$ cat config.mk
export PLATFORM = sky130hd
export DESIGN_NAME = alu_seq
export DESIGN_NICKNAME = d
export VERILOG_FILES = /design/src/rtl/alu_seq.sv
export SDC_FILE = /design/constraint.sdc
export NUM_CORES = 1
export LEC_CHECK = 0
export ABC_AREA = 1
export BUFFER_PORTS_ARGS = -buffer_cell sky130_fd_sc_hd__clkbuf_2
export CORE_MARGIN = 2
export CORE_UTILIZATION = 64
export DETAILED_ROUTE_END_ITERATION = 8
export PLACE_DENSITY = 0.84
export RECOVER_POWER = 25
export SYNTH_ARGS = -nofsm -noshare
export SYNTH_HDL_FRONTEND = slang
export SYNTH_SLANG_ARGS = --single-unit
$ cat constraint.sdc
create_clock -name clk_i -period 3 [get_ports clk_i]
set_clock_uncertainty 0.2 [all_clocks]
set_input_delay 0.6 -clock clk_i [delete_from_list [all_inputs] [get_ports clk_i]]
set_output_delay 0.6 -clock clk_i [all_outputs]
set_load 0.01 [all_outputs]
$ cat src/rtl/alu_seq.sv
// alu_seq: registered ALU with valid/ready handshakes on both sides.
// Single-cycle ops produce a result on the accept edge. MUL runs a
// shift-and-add loop, one multiplier bit per cycle. Results are held
// in DONE until the consumer takes them.
module alu_seq #(
    parameter int WIDTH = 32
) (
    input  logic             clk_i,
    input  logic             rst_ni,
    input  logic             in_valid_i,
    output logic             in_ready_o,
    input  logic [WIDTH-1:0] a_i,
    input  logic [WIDTH-1:0] b_i,
    input  logic [3:0]       op_i,
    output logic             out_valid_o,
    input  logic             out_ready_i,
    output logic [WIDTH-1:0] result_o,
    output logic [4:0]       flags_o
);

    // Shift-amount width is tied to WIDTH and cannot be overridden.
    localparam int SHW = $clog2(WIDTH);

    // Operation encodings as presented on op_i.
    localparam logic [3:0] OP_ADD  = 4'd0;
    localparam logic [3:0] OP_SUB  = 4'd1;
    localparam logic [3:0] OP_AND  = 4'd2;
    localparam logic [3:0] OP_OR   = 4'd3;
    localparam logic [3:0] OP_XOR  = 4'd4;
    localparam logic [3:0] OP_SLL  = 4'd5;
    localparam logic [3:0] OP_SRL  = 4'd6;
    localparam logic [3:0] OP_SRA  = 4'd7;
    localparam logic [3:0] OP_SLT  = 4'd8;
    localparam logic [3:0] OP_SLTU = 4'd9;
    localparam logic [3:0] OP_MUL  = 4'd10;

    // The multiply loop starts at WIDTH. DONE is entered on the edge
    // where the counter steps from one to zero.
    localparam logic [SHW:0] CNT_INIT = (SHW+1)'(WIDTH);
    localparam logic [SHW:0] CNT_LAST = (SHW+1)'(1);

    typedef enum logic [1:0] {
        IDLE = 2'd0,
        BUSY = 2'd1,
        DONE = 2'd2
    } stateT;

    stateT            r_state;
    stateT            w_nextState;

    logic [WIDTH-1:0] r_result;
    logic [4:0]       r_flags;
    logic [WIDTH-1:0] r_mcand;
    logic [WIDTH-1:0] r_mplier;
    logic [WIDTH-1:0] r_acc;
    logic [SHW:0]     r_count;

    logic             w_accept;
    logic             w_isMul;
    logic [SHW-1:0]   w_shamt;
    logic [WIDTH:0]   w_addFull;
    logic [WIDTH:0]   w_subFull;
    logic [WIDTH-1:0] w_aluResult;
    logic [4:0]       w_aluFlags;
    logic             w_aluCarry;
    logic             w_aluOverflow;
    logic             w_aluIllegal;
    logic [WIDTH-1:0] w_accNext;
    logic             w_mulLast;

    // A new op can enter when idle, or when the held result is being
    // consumed on this same edge (back-to-back issue without a bubble).
    assign in_ready_o  = (r_state == IDLE) | ((r_state == DONE) & out_ready_i);
    assign out_valid_o = (r_state == DONE);
    assign result_o    = r_result;
    assign flags_o     = r_flags;

    assign w_accept  = in_valid_i & in_ready_o;
    assign w_isMul   = (op_i == OP_MUL);
    assign w_shamt   = b_i[SHW-1:0];

    // The extra top bit of the add is the carry-out. The extra top bit
    // of the subtract is the borrow, which is set exactly when a < b unsigned.
    assign w_addFull = {1'b0, a_i} + {1'b0, b_i};
    assign w_subFull = {1'b0, a_i} - {1'b0, b_i};

    // One shift-and-add step: add the multiplicand when the current
    // multiplier LSB is set. Wraps modulo 2^WIDTH.
    assign w_accNext = r_mplier[0] ? (r_acc + r_mcand) : r_acc;
    assign w_mulLast = (r_count == CNT_LAST);

    // Combinational result and flags for every op that completes on the accept edge.
    always_comb begin
        w_aluResult   = '0;
        w_aluCarry    = 1'b0;
        w_aluOverflow = 1'b0;
        w_aluIllegal  = 1'b0;
        case (op_i)
            OP_ADD: begin
                w_aluResult   = w_addFull[WIDTH-1:0];
                w_aluCarry    = w_addFull[WIDTH];
                w_aluOverflow = (a_i[WIDTH-1] == b_i[WIDTH-1]) &&
                                (w_addFull[WIDTH-1] != a_i[WIDTH-1]);
            end
            OP_SUB: begin
                w_aluResult   = w_subFull[WIDTH-1:0];
                w_aluCarry    = w_subFull[WIDTH];
                w_aluOverflow = (a_i[WIDTH-1] != b_i[WIDTH-1]) &&
                                (w_subFull[WIDTH-1] != a_i[WIDTH-1]);
            end
            OP_AND:  w_aluResult = a_i & b_i;
            OP_OR:   w_aluResult = a_i | b_i;
            OP_XOR:  w_aluResult = a_i ^ b_i;
            OP_SLL:  w_aluResult = a_i << w_shamt;
            OP_SRL:  w_aluResult = a_i >> w_shamt;
            OP_SRA:  w_aluResult = $signed(a_i) >>> w_shamt;
            OP_SLT:  w_aluResult = {{(WIDTH-1){1'b0}}, ($signed(a_i) < $signed(b_i))};
            OP_SLTU: w_aluResult = {{(WIDTH-1){1'b0}}, (a_i < b_i)};
            OP_MUL:  w_aluResult = '0;
            default: w_aluIllegal = 1'b1;
        endcase
        w_aluFlags = {w_aluIllegal, w_aluOverflow, w_aluCarry,
                      w_aluResult[WIDTH-1], (w_aluResult == '0)};
    end

    // State register. Reset discards any op in flight.
    always_ff @(posedge clk_i or negedge rst_ni) begin
        if (!rst_ni) begin
            r_state <= IDLE;
        end else begin
            r_state <= w_nextState;
        end
    end

    // Next-state logic. An accepted op goes to BUSY for MUL and to DONE otherwise.
    always_comb begin
        w_nextState = r_state;
        case (r_state)
            IDLE: begin
                if (w_accept) begin
                    w_nextState = w_isMul ? BUSY : DONE;
                end
            end
            BUSY: begin
                if (w_mulLast) begin
                    w_nextState = DONE;
                end
            end
            DONE: begin
                if (w_accept) begin
                    w_nextState = w_isMul ? BUSY : DONE;
                end else if (out_ready_i) begin
                    w_nextState = IDLE;
                end
            end
            default: w_nextState = IDLE;
        endcase
    end

    // Datapath registers: capture single-cycle results or MUL operands on
    // accept, and step the multiply loop while BUSY. The result and flags
    // only change on those events, so they stay stable while held in DONE.
    always_ff @(posedge clk_i or negedge rst_ni) begin
        if (!rst_ni) begin
            r_result <= '0;
            r_flags  <= '0;
            r_mcand  <= '0;
            r_mplier <= '0;
            r_acc    <= '0;
            r_count  <= '0;
        end else if (w_accept) begin
            if (w_isMul) begin
                r_mcand  <= a_i;
                r_mplier <= b_i;
                r_acc    <= '0;
                r_count  <= CNT_INIT;
            end else begin
                r_result <= w_aluResult;
                r_flags  <= w_aluFlags;
            end
        end else if (r_state == BUSY) begin
            r_acc    <= w_accNext;
            r_mcand  <= r_mcand << 1;
            r_mplier <= r_mplier >> 1;
            r_count  <= r_count - CNT_LAST;
            if (w_mulLast) begin
                r_result <= w_accNext;
                r_flags  <= {3'b000, w_accNext[WIDTH-1], (w_accNext == '0)};
            end
        end
    end

endmodule

==> impl_metrics.ini, run 1 <==
[synthesis]
synth_cell_type_count = 51
share_of_synthesized_area_occupied_by_flip_flops_and_latches_pct = 18.1
synth_cells = 3457
ys_seq_elements = 140
post_synth_edffs = 0
synth-async-reset-ratio_pct = 100
synth_fp_nets = 3670
synth_flop_cell = dfrtp_1
yosys_warnings = 0
netlist_area_mm2 = 0.0193
post_synthesis_area_per_instance_um2 = 5.59

[placement]
place.gp.congestion = 1.30
placedCellCount = 4290
placedInstanceArea_mm2 = 0.0235
post-place-ws_ps = -626
portBuffers = 110
dp.final_hpwl_um = 71700

[clocking]
h-tree-depth = 4
cts-root-buf = clkbuf_16
numClockSinks = 140
clock_path_buffers = 2
cts_made_buffers = 17

[grt]
grt_pass1_wl_um = 165000
global_route.overflow_total = 60
grt_start_max_net_pins = 79
first_global_vias = 28771
grt_util_all_layers_pct = 68.1

[die]
initial_utilization_pct = 65.0
rows = 63
ioPinCount = 111
dieHeight_um = 178
die_x_um = 178

[status]
tool.error = [ERROR GRT-0116] Global routing finished with congestion. Check the congestion regions in the DRC Viewer.
outcome = did not finish
haltStage = global routing (5_1_grt)
[metal layers]
| metal | overflow | global-route usage (%) |
|---|---|---|
| met4 | 27 | 63.7 |
| met3 | 0 | 49.3 |
| met2 | 33 | 85.2 |
| met1 | 0 | 71.5 |
| met5 | 0 | 19.1 |
[cells by family after synthesis]
logic type	synth area share (%)
buffers and inverters	12.8
adders and majority gates	9.25
and+or+nand+nor	48.5
DFF	18.1
xor gates and xnor gates	0.499
AOI/OAI and AO/OA	10.8
[Yosys cell counts (5+ instances only)]
master / count / area [um2]
a21oi_1: 102 / 510
a31oi_1: 62 / 388
and2_1: 6 / 37.5
and3_1: 6 / 37.5
buf_1: 10 / 37.5
buf_2: 52 / 260
buf_4: 16 / 120
buf_6: 7 / 78.8
clkbuf_1: 59 / 221
dfrtp_1: 140 / 3500
ha_1: 138 / 1730
inv_1: 448 / 1680
inv_2: 6 / 22.5
nand2_1: 1205 / 4520
nand2_2: 27 / 169
nand2_4: 6 / 67.6
nand3_1: 506 / 2530
nand3_2: 15 / 150
nand3b_1: 6 / 45.0
nand4_1: 40 / 250
nor2_1: 338 / 1270
nor2_2: 11 / 68.8
nor3_1: 29 / 145
o211ai_1: 24 / 180
o21a_1: 5 / 37.5
o21ai_0: 83 / 415
o21ai_1: 7 / 35.0
o21bai_1: 8 / 60.1
o221ai_1: 10 / 87.6
o22ai_1: 28 / 175
o311ai_0: 8 / 70.1
or2_2: 5 / 31.3
xnor2_1: 6 / 52.6
xor2_1: 5 / 43.8
[metrics by stage]
stage                     TNS (ps)  utilization, %
after detailed placement     -5230            79.1
after floorplan                  0               -
after global placement       -3510            79.1
after CTS                        0            81.6
[timing repair]
action / in CTS
hold buffers: 1
hold endpoints to repair: 56
gates cloned: 0
buffers inserted: 2
setup endpoints to repair: 2
gates resized for setup: 24
pin swaps: 1
==> run 2, diff against run 1 <==
--- a/config.mk
+++ b/config.mk
@@ -8,9 +8,9 @@
 export ABC_AREA = 1
 export BUFFER_PORTS_ARGS = -buffer_cell sky130_fd_sc_hd__clkbuf_2
 export CORE_MARGIN = 2
-export CORE_UTILIZATION = 64
+export CORE_UTILIZATION = 40
 export DETAILED_ROUTE_END_ITERATION = 8
-export PLACE_DENSITY = 0.84
+export PLACE_DENSITY_LB_ADDON = 0.15
 export RECOVER_POWER = 25
 export SYNTH_ARGS = -nofsm -noshare
 export SYNTH_HDL_FRONTEND = slang
==> run 2 against run 1 <==
Net effect: the flow now finishes, with violations (capacitance limit, slew limit); synthesized cell count stayed put; area after synthesis stayed put.
==> impl_metrics.ini, run 2 <==
[placement]
place.gp.congestion = 1.05
dp.final_hpwl_um = 87000
portBuffers = 110
placedInstanceArea_mm2 = 0.0256

[pwr]
leakage_power_total_uw = 0.0151
power.density_mw_per_mm2 = 673
max-vdd-ir-drop_mv = 0.439

[layout]
final_cell_mix = 1,159 x nand2_1, 700 x buf_4, 482 x nand3_1
filler_cell_count = 4969
layout.area.seq_mm2 = 0.00352
multi_input_area_mm2 = 0.0144
drive_above_1_share_pct = 27.7
largest_registers = r_acc (32), r_mcand (32), r_mplier (32)
finalNetCount = 4381
final_common_cell = nand2_1
synthToLayoutAreaGrowth_pct = 41.7
final_cell_area_mm2 = 0.0274

[synthesis]
share_of_synthesized_area_occupied_by_flip_flops_and_latches_pct = 18.1
synth_cell_type_count = 51
netlist_area_mm2 = 0.0193
synth_cells = 3457
post_synth_edffs = 0
post_synthesis_area_per_instance_um2 = 5.59
synth_top_cell_area_share_pct = 23.4
yosys_warnings = 0
synthMostInstantiatedCell = nand2_1
synth_fp_nets = 3670
synth_area_leaders = nand2_1 23%, dfrtp_1 18%, nand3_1 13%, ha_1 8.9%, inv_1 8.7%
ys_seq_elements = 140
synth_commonest_cells = 1,205 x nand2_1, 506 x nand3_1, 448 x inv_1
post_synthesis_cell_type_with_the_largest_combined_area = nand2_1
synth-async-reset-ratio_pct = 100
synth_flop_cell = dfrtp_1

[die]
initial_utilization_pct = 40.5
design.die.area_mm2 = 0.0501
ioPinCount = 111
dieHeight_um = 224
die_x_um = 224
rows = 80
core_area_mm2 = 0.0477

[grt]
grt_start_max_net_pins = 88
grt_util_all_layers_pct = 41.0
global_route.overflow_total = 0
grt_pass1_wl_um = 151000
grt_antenna_before_repair = 4
first_global_vias = 23672

[status]
outcome = complete, but fails checks
violations = capacitance limit, slew limit

[detailed_routing]
drcViolationCount = 0
met2WireLength_um = 44800
detailedRoute.firstIterationViolations = 2937
routedWlPerCell_um = 21.6
met1Wirelength_um = 43800
detail_route.wirelength_um = 104000
route.detailed.vias_per_inst = 5.38
top_layer = met4
route.met3.wl_um = 8880
route.antenna.remaining_nets = 0
routed-via-count = 25827
drt-pass1-iter-count = 6

[clocking]
clk_transition_reported_paths_ps = 70
tritoncts = built
numClockSinks = 140
cts-root-buf = clkbuf_16
h-tree-depth = 4
later_pin_clock_latency_in_the_skew_report_ps = 480
clock_path_buffers = 2
cts_made_buffers = 17

[worst_setup_path]
critical_path.reg2reg.startpoint = r_mcand[0]$_DFFE_PN0P_
critPathLaunchType = input pin
timing.critical_path.from = a_i[25]
critPathArrivalTime_ps = 3180
cp-endpoint = flags_o[0]$_DFFE_PN0P_
critical_path.max_fanout = 2
worst_reg_to_reg_path_cell_count = 18
r2r_setup_slack_ps = 70
timing.setup.critical_path_class = in2reg
timing.critical_path.required_ps = 3210
r2r_end = flags_o[0]$_DFFE_PN0P_
critPathCaptureType = flop

[timing]
clock.fmax_ghz = 0.337
report.final.hold_viol_count = 0
finalCritPeriodShare_pct = 98.9
max_slew.worst_pin.slew_ps = 1760
report.final.slew_viol_count = 58
worst_rel_slew_slack_pct = -17.4
setup-violations-final = 0
period_minus_slack_ps = 2970
grt_setup_unrepaired = true
worst_hold_slack_ps = 111

[min_path]
min-delay-path-class = in2reg
min-delay-start = out_ready_i

[flow_run]
max_cap_violations = 1
==> run 2: cell counts after synthesis <==
No cell type changed its count.
==> run 2: critical path, cell delays in order <==
cell and delay (ps):
clkbuf_2 90, inv_1 70, buf_12 140, ha_1 310
inv_1 80, nor2_1 50, nor3_1 170, buf_4 200
nand2_1 80, a21oi_1 210, nand3_1 170, nor2_2 190
buf_4 160, nand2_1 40, nor2_1 190, nand3_1 100
nor2_1 100, nand3_1 80, a21oi_1 130
==> run 2: worst min-delay path by stage <==
stage,end,slack (ps),cells after the start
2_1_floorplan,flags_o[0]$_DFFE_PN0P_,100,0
3_3_place_gp,flags_o[2]$_DFFE_PN0P_,270,2
3_5_place_dp,flags_o[2]$_DFFE_PN0P_,270,2
4_1_cts,r_state[1]$_DFFE_PN0P_,90,2
5_1_grt,r_state[1]$_DFFE_PN0P_,110,2
6_report,r_state[1]$_DFFE_PN0P_,110,2
==> run 2: final cells by class <==
class	count	share of cell area, %
Antenna cell	2	0.0183
Tap cell	615	2.81
Sequential cell	140	12.9
Timing Repair Buffer	839	23.2
Multi-Input combinational cell	2710	52.6
Clock inverter	14	0.503
Clock buffer	18	1.57
Inverter	460	6.40
==> run 2: per-layer routing <==
layer | GRT usage, % | vias up
met5 | 0 | -
met4 | 21.5 | 0
met3 | 6.60 | 185
met2 | 63.5 | 1185
met1 | 54.9 | 11902
li1 | - | 12555
==> run 2: repair_timing <==
action | CTS | global route
pin swaps | 4 | 41
endpoints found under the hold margin | 56 | 0
resized for setup | 13 | 245
hold buffers | 1 | 0
setup endpoints to repair | 2 | 14
setup buffers | 1 | 10
==> run 2: power breakdown <==
| part | switching, uW | internal [uW] | leakage (uW) |
|---|---|---|---|
| registers | 897 | 2680 | 0.00168 |
| clock network | 1010 | 1160 | 0.000272 |
| logic | 7300 | 5380 | 0.0132 |
| total | 9200 | 9220 | 0.0151 |
==> run 2: cells by family after synthesis <==
kind of cell / share of synthesized area [%]
buf+inv: 12.8
simple gates: 48.5
compound gates: 10.8
flops: 18.1
fa+ha+maj: 9.25
xor+xnor: 0.499
==> run 2: metrics by stage <==
step,setup TNS (ps),std cells,util [%],setup slack (ps),total power (uW)
after global placement,-8100,4752,53.7,-655,14500
final,0,4798,57.3,31.6,18400
after CTS,0,4786,55.0,10.2,16900
after global routing,-195,4796,57.3,-83.8,19800
after detailed placement,-8250,4752,53.7,-578,14600
after floorplan,0,3457,-,1.02,9590
Power figures use the tool's default switching activity.
==> run 3, diff against run 2 <==
==> constraint.sdc (replaced) <==
create_clock -name clk_i -period 3 [get_ports clk_i]
set_clock_uncertainty 0.2 [all_clocks]
set_input_delay 0.3 -clock clk_i [delete_from_list [all_inputs] [get_ports clk_i]]
set_output_delay 0.3 -clock clk_i [all_outputs]
set_load 0.01 [all_outputs]
==> run 3 against run 2 <==
Net effect: the flow still finishes with violations (capacitance limit, slew limit); fmax is 0.38% lower; flip-flop and latch count stayed put; critical path depth is 2 higher; sequential share of layout area is 0.81 points higher; combinational power is 3% lower; final cell count is 3.3% lower; non-clock buffer count is 157 lower; final area is 6.2% lower; largest power group unchanged; highest routed layer unchanged.
==> impl_metrics.ini, run 3 (synthesized netlist as in run 2, its figures left out) <==
[status]
outcome = complete, but fails checks
violations = capacitance limit, slew limit

[grt]
grt_pass1_wl_um = 149000
met1_usage_pct = 53.6
global_route.overflow_total = 0
most_used_routing_layer = met2
first_global_vias = 23580
grt.met2_usage_pct = 62.5
grt_antenna_before_repair = 3
grt_util_all_layers_pct = 40.3
global_route.usage.met3_pct = 5.68
grt_start_max_net_pins = 67

[layout]
filler_cell_count = 5115
drive_above_1_share_pct = 21.8
finalNetCount = 4224
post-route-util_pct = 53.8
synthToLayoutAreaGrowth_pct = 32.9
final_common_cell = nand2_1
final_cell_mix = 1,188 x nand2_1, 533 x buf_4, 486 x nand3_1
largest_registers = r_acc (32), r_mcand (32), r_mplier (32)

[worst_setup_path]
critPathLaunchType = input pin
timing.setup.critical_path_class = in2reg
timing.critical_path.required_ps = 3240
worst_reg_to_reg_path_cell_count = 18
critPathArrivalTime_ps = 3220
critPathCaptureType = flop
critical_path.max_fanout = 4

[clocking]
cts_made_buffers = 17
later_pin_clock_latency_in_the_skew_report_ps = 510
tritoncts = built
clock_path_buffers = 2
cts-root-buf = clkbuf_16
numClockSinks = 140
h-tree-depth = 4
clk_transition_reported_paths_ps = 100

[detailed_routing]
drcViolationCount = 0
routed-via-count = 25414
detail_route.wirelength_um = 101000
drt-pass1-iter-count = 7
route.detailed.vias_per_inst = 5.48
routedWlPerCell_um = 21.8
detailedRoute.firstIterationViolations = 3057
route.antenna.remaining_nets = 0

[placement]
dp.final_hpwl_um = 85100
place.gp.congestion = 1.08
portBuffers = 110

[pwr]
pwr-share-seq_pct = 19.7
total_power_uw = 18300
switch_share_pct = 50.4
internal_power_uw = 9080
leakage_power_total_uw = 0.0143
p_comb_share_pct = 67.3
p_sw_uw = 9210
max-vdd-ir-drop_mv = 0.458
clock_power_share_pct = 13.0
power.density_mw_per_mm2 = 712

[timing]
grt_setup_unrepaired = true
worst_rel_slew_slack_pct = -15.5
clock.fmax_ghz = 0.336
period_minus_slack_ps = 2980
report.final.hold_viol_count = 0
report.final.slew_viol_count = 64
finalCritPeriodShare_pct = 99.3
setup-violations-final = 0
max_slew.worst_pin.slew_ps = 1730

[die]
core_area_mm2 = 0.0477
initial_utilization_pct = 40.5
ioPinCount = 111
dieHeight_um = 224
design.die.area_mm2 = 0.0501
die_x_um = 224
rows = 80

[min_path]
hold_depth = 4
min-delay-path-class = in2reg

[flow_run]
max_cap_violations = 1
run 3: final timing paths:
check / slack [ps] / endpoint / startpoint
max in group asynchronous: 460 / r_mcand[8]$_DFFE_PN0P_ / rst_ni
setup reg to reg: 110 / flags_o[0]$_DFFE_PN0P_ / r_mcand[0]$_DFFE_PN0P_
hold / removal: 6 / r_mplier[25]$_DFFE_PN0P_ / b_i[25]
setup / recovery: 20 / flags_o[0]$_DFFE_PN0P_ / a_i[0]
hold reg to reg: 280 / flags_o[2]$_DFFE_PN0P_ / flags_o[2]$_DFFE_PN0P_
min in group asynchronous: 610 / r_mcand[22]$_DFFE_PN0P_ / rst_ni
run 3: power by group through the flow:
stage                     registers (uW)  logic (uW)  clock network, uW
final                               3610       12300               2370
after global routing                3670       13700               2460
after CTS                           3420       11400               2400
after detailed placement            3430       11200                  0
after global placement              3430       11200                  0
after floorplan                     3160        6420                  0
run 3: final cells by class:
class | instances | area, um2 | share of cell area, %
Antenna cell | 2 | 5.00 | 0.0195
Sequential cell | 140 | 3510 | 13.7
Timing Repair Buffer | 682 | 5080 | 19.8
Tap cell | 615 | 769 | 3.00
Inverter | 460 | 1740 | 6.76
Multi-Input combinational cell | 2710 | 13900 | 54.3
Clock inverter | 15 | 201 | 0.784
Clock buffer | 17 | 425 | 1.66
run 3: repair_timing:
action,4_1_cts,5_1_grt
buffers inserted,1,5
endpoints found under the hold margin,80,0
pin swaps,1,22
endpoints found under the setup margin,1,8
gates resized for setup,11,122
hold buffers,22,0
run 3: worst max-delay path: stages:
cell,delay (ps)
clkbuf_2,140
inv_1,90
ha_1,180
inv_1,70
fa_1,380
nand2_1,110
nand2_1,130
nand3_1,140
nand2_2,110
buf_4,150
nor2_1,80
o21ai_0,120
nor2_2,300
nand3_2,160
nor2_1,130
nand2_1,70
nor2_1,120
nand2_1,70
nor2_1,100
nand3_1,110
a21oi_1,160
run 3: per-layer routing:
| metal | part of all wire [%] | wire (um) |
|---|---|---|
| met5 | 0 | 0 |
| met4 | 6.8 | 6870 |
| met3 | 7.5 | 7560 |
| met2 | 43 | 43400 |
| met1 | 43 | 43600 |
run 3: metrics by stage:
| step | instance area, um2 | hold slack (ps) | setup TNS (ps) | cells | setup WS [ps] |
|---|---|---|---|---|---|
| after global routing | 25700 | 33.7 | -87.0 | 4640 | -87.0 |
| after floorplan | 19300 | -196 | 0 | 3457 | 55.1 |
| after detailed placement | 24200 | 139 | -3450 | 4579 | -522 |
| final | 25700 | 6.15 | 0 | 4641 | 20.3 |
| after CTS | 25100 | 1.23 | 0 | 4634 | 18.0 |
| after global placement | 24200 | 142 | -2710 | 4579 | -479 |
